### src/rtl/tone_player.sv
// Buzzer tone player: maps a 5-bit note code to a square wave, with a short
// silent articulation gap between two different consecutive notes.
module tone_player #(
  parameter int GAP_CYCLES = 120_000
) (
  input  logic       sys_clk,
  input  logic       sys_rst,
  input  logic [4:0] tone,
  output logic       beep,
  output logic       playing
);

  typedef enum logic [1:0] {
    IDLE,
    PLAY,
    GAP
  } state_t;

  localparam logic [16:0] GAP_LAST = 17'(GAP_CYCLES - 1);

  state_t      state_q, state_d;
  logic [4:0]  cur_q, cur_d;
  logic [14:0] cnt_q, cnt_d;
  logic [16:0] gap_q, gap_d;
  logic        beep_q, beep_d;
  logic        playing_q, playing_d;
  logic [14:0] half_cur;
  logic        tone_snd;

  // Octave 11 and note 0 are both silence.
  function automatic logic is_sounding(input logic [4:0] code);
    return (code[2:0] != 3'd0) && (code[4:3] != 2'b11);
  endfunction

  // Half period in sys_clk cycles, round(6e6 / f), C-major equal temperament.
  function automatic logic [14:0] half_of(input logic [4:0] code);
    logic [14:0] h;
    h = 15'd0;
    case (code)
      5'h01: h = 15'd22933;
      5'h02: h = 15'd20431;
      5'h03: h = 15'd18202;
      5'h04: h = 15'd17181;
      5'h05: h = 15'd15306;
      5'h06: h = 15'd13636;
      5'h07: h = 15'd12149;
      5'h09: h = 15'd11467;
      5'h0A: h = 15'd10216;
      5'h0B: h = 15'd9101;
      5'h0C: h = 15'd8590;
      5'h0D: h = 15'd7653;
      5'h0E: h = 15'd6818;
      5'h0F: h = 15'd6074;
      5'h11: h = 15'd5733;
      5'h12: h = 15'd5108;
      5'h13: h = 15'd4551;
      5'h14: h = 15'd4295;
      5'h15: h = 15'd3827;
      5'h16: h = 15'd3409;
      5'h17: h = 15'd3037;
      default: h = 15'd0;
    endcase
    return h;
  endfunction

  assign half_cur = half_of(cur_q);
  assign tone_snd = is_sounding(tone);

  always_comb begin
    state_d   = state_q;
    cur_d     = cur_q;
    cnt_d     = cnt_q;
    gap_d     = gap_q;
    beep_d    = beep_q;
    playing_d = playing_q;
    case (state_q)
      IDLE: begin
        beep_d = 1'b0;
        if (tone_snd) begin
          state_d = PLAY;
          cur_d   = tone;
          cnt_d   = 15'd0;
          beep_d  = 1'b1;
        end
      end
      PLAY: begin
        if (!tone_snd) begin
          state_d = IDLE;
          beep_d  = 1'b0;
          cur_d   = 5'd0;
          cnt_d   = 15'd0;
        end else if (tone != cur_q) begin
          state_d = GAP;
          beep_d  = 1'b0;
          cur_d   = tone;
          cnt_d   = 15'd0;
          gap_d   = 17'd0;
        end else if (cnt_q == half_cur - 15'd1) begin
          cnt_d  = 15'd0;
          beep_d = ~beep_q;
        end else begin
          cnt_d = cnt_q + 15'd1;
        end
      end
      GAP: begin
        beep_d = 1'b0;
        // A rest is checked first so it beats gap completion on the same edge.
        if (!tone_snd) begin
          state_d = IDLE;
          cur_d   = 5'd0;
          cnt_d   = 15'd0;
          gap_d   = 17'd0;
        end else if (tone != cur_q) begin
          cur_d = tone;
          gap_d = 17'd0;
        end else if (gap_q == GAP_LAST) begin
          state_d = PLAY;
          beep_d  = 1'b1;
          cnt_d   = 15'd0;
          gap_d   = 17'd0;
        end else begin
          gap_d = gap_q + 17'd1;
        end
      end
      default: begin
        state_d = IDLE;
        beep_d  = 1'b0;
        cur_d   = 5'd0;
        cnt_d   = 15'd0;
        gap_d   = 17'd0;
      end
    endcase
    playing_d = (state_d != IDLE);
  end

  always_ff @(posedge sys_clk or posedge sys_rst) begin
    if (sys_rst) begin
      state_q   <= IDLE;
      cur_q     <= 5'd0;
      cnt_q     <= 15'd0;
      gap_q     <= 17'd0;
      beep_q    <= 1'b0;
      playing_q <= 1'b0;
    end else begin
      state_q   <= state_d;
      cur_q     <= cur_d;
      cnt_q     <= cnt_d;
      gap_q     <= gap_d;
      beep_q    <= beep_d;
      playing_q <= playing_d;
    end
  end

  assign beep    = beep_q;
  assign playing = playing_q;

endmodule
### config.mk
export PLATFORM = sky130hd
export DESIGN_NAME = tone_player
export DESIGN_NICKNAME = d
export VERILOG_FILES = /design/src/rtl/tone_player.sv
export SDC_FILE = /design/constraint.sdc
export NUM_CORES = 1
export LEC_CHECK = 0
export ABC_AREA = 1
export CORE_MARGIN = 1
export CORE_UTILIZATION = 35
export DETAILED_ROUTE_END_ITERATION = 12
export HOLD_SLACK_MARGIN = 0.03
export PLACE_DENSITY = 0.57
export SLEW_MARGIN = 20
export SYNTH_ARGS = -nofsm -noshare
export SYNTH_HDL_FRONTEND = slang
export SYNTH_SLANG_ARGS = --single-unit
### constraint.sdc
create_clock -name sys_clk -period 3.2 [get_ports sys_clk]
set_input_delay 0.48 -clock sys_clk [delete_from_list [all_inputs] [get_ports sys_clk]]
set_output_delay 0.48 -clock sys_clk [all_outputs]
set_load 0.1 [all_outputs]
After elaboration in Yosys (flattened, before gate mapping)
Memories as Yosys holds them, arrays and structs flattened.
Index checks and enable logic that the tools add are counted.
- memories kept: 1
- bits in read-only memories: 480
- output and inout bits: 2
- bits in registers: 41
- input port bits: 7
- reduce and logical (&&, ||, !) cells: 8
- $add $sub $neg: 3
- equal/unequal tests: 13
- mux-type cells: 33
- bitwise logic cells: 2
- memory list (name ; depth ; bits a word ; read ports ; clocked after Yosys merged registers in ; write ports ; RTL line ; text):
    (no name shown) ; 32 ; 15 ; 1 ; 0 ; 0 ; 39 ; case (code)
- operators with widths (cell ; count):
    $mux W15 ; 7
    $mux W17 ; 5
    $pmux W17 S3 ; 1
    $pmux W15 S3 ; 1
    $add A17 B1 Y17 const B ; 1
    $eq A17 B17 Y1 const B ; 1
    $add A15 B1 Y15 const B ; 1
    $eq A15 B15 Y1 ; 1
    $mux W5 ; 3
    $sub A15 B1 Y15 const B ; 1
    $mux W2 ; 6
    $pmux W5 S2 ; 1
    $ne A2 B2 Y1 const B ; 4
    $mux W1 ; 7
    $ne A3 B3 Y1 const B ; 2
    $pmux W2 S3 ; 1
    $reduce_and A3 Y1 ; 2
    $ne A5 B5 Y1 ; 1
    $ne A4 B4 Y1 const B ; 1
    $ne A3 B2 Y1 const B ; 1
    $pmux W1 S3 ; 1
    $reduce_bool A3 Y1 ; 1
    $eq A2 B1 Y1 const B ; 1
    $eq A2 B2 Y1 const B ; 1
    other kinds (6) ; 7

Logic depth before layout (Yosys ltp)
An unclocked memory read counts as a cell.
- word-level depth: 7
- mapped depth: 22

Worst setup path before layout
Ideal clock, no wire load.
- path kind: register to register
- start point: reg cur_q[0]
- end point: reg cnt_q[7]
- arrival: 2726 ps
- cell stages (with the launch flop): 22
- path slack: 345 ps
- setup time: 130 ps
- required time: 3070 ps
- path through: dfrtp_1 > inv_1 > ha_1 > inv_1 > nand2_1 > nand3_1 > nand3_1 > nand2_1 > inv_2 > ha_1 > nand3_1 > nor2_4 > nand2_1 > inv_1 > nand2_1 > nor2_1 > nor2_1 > nor2_1 > nand3_2 > nand3_4 > buf_8 > a21oi_2
- cells in the longest elaborated chain, start to end: 7
- elaborated cells on any way between the ends: 10
- those cells by class: 1 x add/sub; 3 x eq/ne; 4 x mux; 1 x reduce/logical; 1 x memory
- RTL lines (item ; RTL line ; text):
    start, declared ; 22 ; logic [4:0] cur_q, cur_d;
    start signal, assigned ; 146 ; cur_q <= cur_d;
    $mem_v2 Z32 W15 ; n/a ;
    $sub A15 B1 Y15 ; 98 ; end else if (cnt_q == half_cur - 15'd1) begin
    $eq A15 B15 Y1 ; 98 ;
    $mux W15 ; 98 ;
    $mux W15 ; 92 ; end else if (tone != cur_q) begin
    $mux W15 ; 87 ; if (!tone_snd) begin
    $pmux W15 S3 ; 76 ; case (state_q)
    end signal, assigned ; 147 ; cnt_q <= cnt_d;
    end, declared ; 23 ; logic [14:0] cnt_q, cnt_d;
Several ways; a longest one is shown, not always the timed one.
A chain may end at the register's enable or synchronous reset.

Worst setup path in the final report
- start point: reg cur_q[0]
- end point: reg cnt_q[5]
The elaborated chain is that of the path after synthesis.

==> out/qor.yml <==
outcome: "finished clean"
initialDrtViolationCount: 179
rsz0062_at_grt: "false"
switching_share_pct: 55.9
clock_power_share_pct: 11.2
cts-htree-levels: 2
power-per-cell-area_nw_per_um2: 956
grt_pass1_vias: 3406
antennaDiodeCount: 0
tns_ns: 0
grt_first_pass_wirelength_mm: 15.1
layout_setup_ws_ns: 0.334
drive_above_1_share_pct: 12.1
synth_top_area_share_pct: 27.8
p_leak_nw: 1.92
fillers: 1066
end_kind: "flop"
critPathLaunchType: "flop"
synth_edf_count: 0
place_congestion: 0.849
setup_viol: 0
cts_tree: "built"
routed_wl_mm: 8.59
netlist_area_um2: 3690
dr.pass1.iters: 4
period_share_pct: 89.6
remaining_drc_errors: 0
grtUsageTotal_pct: 16.7
p_switching_mw: 2.17
nets: 590
fmax_ghz: 0.349
regArea_um2: 1030
floorplan.initialDensity_pct: 35.9
arrival_ns: 3.03
path_max_fanout: 16
antenna_found_initial: 0
p_comb_share_pct: 72.2
clock_sinks: 41
multi_input_area_um2: 2220
hpwl_mm: 6.68
cts_setup_buffers: 0
via_per_inst: 4.79
coreArea_um2: 10300
synth_area_per_cell_um2: 6.67
pre_cts_slack_ns: 0.299
worstSkewPairLatency_ns: 0.30
synth_seq_area_share_pct: 27.8
vias: 3376
cts_max_path_buffers: 2
rrSetupSlack_ns: 0.33
antenna_left: 0
stdcell_count: 705
critPathRequiredTime_ns: 3.37
numPortBuffers: 8
syn-num-nets: 575
synth.largest_area_cell: "dfrtp_1"
synthFlopType: "dfrtp_1"
synthTopCellsByArea: "dfrtp_1 (28%), nand2_1 (14%), inv_1 (8.7%), nand3_1 (6.7%), xor2_1 (6.4%)"
min_period_ns: 2.87
ys_seq_elements: 41
ir_drop_uv: 431
ctsHoldBuffers: 0
wire_per_inst_um: 12.2
finalHoldViolations: 0
drv_slew: 0
yosysWarnings: 0
p_int_mw: 1.71
min_path_type: "flop to flop"
async_reset_ff_share_pct: 100
rows: 37
die_area_um2: 10900
seq_power_share_pct: 16.6
crit_type: "flop to flop"
hold_slack_ns: 0.541
relSlewSlack_pct: 35.9
cts_root_buf: "clkbuf_8"
clock_skew_ns: 0.00981
placedCellCount: 697
grt_start_max_net_pins: 42
final_common_cell: "nand2_1"
die_h_um: 105
grt-ovfl-total: 0
layout_common_cells: "nand2_1 (141), inv_1 (85), nand3_1 (48), dfrtp_1 (41), nor2_1 (39)"
maxCapViolations: 0
die_x_um: 105
tightest_slew_ns: 0.959
cts_made_buffers: 5
syn_inst: 553
ioPinCount: 9
yosysUniqueCellTypes: 38
clkTransAtPathRegs_ns: 0.09
syn_to_final_growth_pct: 10.0
cts_resized: 0
[worst paths after layout]
path	end	startpoint	cells past startpoint
worst max register to register	cnt_q[5]	cur_q[0]	19
max in group asynchronous	cnt_q[2]	sys_rst	3
worst min register to register	gap_q[15]	gap_q[15]	2
worst max-delay path	cnt_q[5]	cur_q[0]	19
min in group asynchronous	gap_q[8]	sys_rst	3
worst min-delay path	gap_q[15]	gap_q[15]	2
[synthesized netlist by cell type (2+ instances only)]
master / count
a21oi_2: 13
xor2_1: 27
a31oi_1: 3
o31ai_1: 2
nor2_1: 39
o21ai_1: 2
dfrtp_1: 41
inv_2: 8
nor2_2: 5
xnor2_1: 4
nor3_1: 14
buf_2: 7
a21oi_1: 26
nand2_1: 141
nand2_2: 9
nand4_1: 14
buf_6: 3
ha_1: 15
o22ai_1: 6
inv_1: 85
o21ai_0: 18
nand3_2: 3
nor2_4: 4
nand3_1: 49
nand3b_1: 2
[worst max-delay path, stage by stage, from the launching register on]
cell	delay [ns]
dfrtp_1	0.42
inv_1	0.08
ha_1	0.32
nand2_2	0.11
nand3_1	0.09
nand3_1	0.07
nand2_1	0.08
inv_2	0.12
ha_1	0.19
nand3_2	0.13
nor2_4	0.15
nand2_1	0.08
inv_1	0.08
nand2_1	0.05
nor2_1	0.08
nor2_1	0.05
nor2_1	0.14
nand3_2	0.15
nand3_4	0.23
a21oi_1	0.11
[per-stage QoR]
step / area (µm²) / util, % / power, mW
2_1_floorplan: 3690 / - / 2.86
3_3_place_gp: 3940 / 38.3 / 3.42
3_5_place_dp: 3940 / 38.3 / 3.44
4_1_cts: 4050 / 39.4 / 3.88
5_1_grt: 4060 / 39.5 / 4.31
6_report: 4060 / 39.5 / 3.88
[power by group through the flow]
stage | logic, mW | registers [mW] | clock network, mW
global route | 3.19 | 0.656 | 0.465
detailed placement | 2.78 | 0.655 | 0
global placement | 2.77 | 0.655 | 0
finish | 2.80 | 0.645 | 0.433
floorplan | 2.12 | 0.737 | 0
CTS | 2.79 | 0.645 | 0.448
[sequential cells by signal, summed over array words and instances (netlist names)]
| register | flops |
|---|---|
| cnt_q | 15 |
| cur_q | 5 |
| gap_q | 17 |
| state_q | 2 |
| beep | 1 |
| playing | 1 |
[logic make-up after synthesis]
logic type	after synthesis	synth area share, %
and+or+nand+nor	287	35.7
buffers and inverters	106	12.1
AOI/OAI and AO/OA	73	11.9
DFF	41	27.8
xor gates and xnor gates	31	7.37
adders and majority gates	15	5.09
[routing by layer]
metal	vias up	share of wire (%)	global-route usage [%]
met5	-	0	0
met4	0	1.4	4.83
met3	9	1.6	1.81
met2	33	50	30.3
met1	1536	47	20.6
li1	1798	-	-
[area by class of cell]
type | count | share of cell area, %
inverter | 93 | 8.61
clock inverter | 3 | 1.14
clock buffer | 5 | 1.70
timing repair buffer | 21 | 4.32
multi-input combinational | 406 | 54.8
tap | 136 | 4.19
sequential | 41 | 25.3
Note: power is estimated with default switching activity, not from simulation.
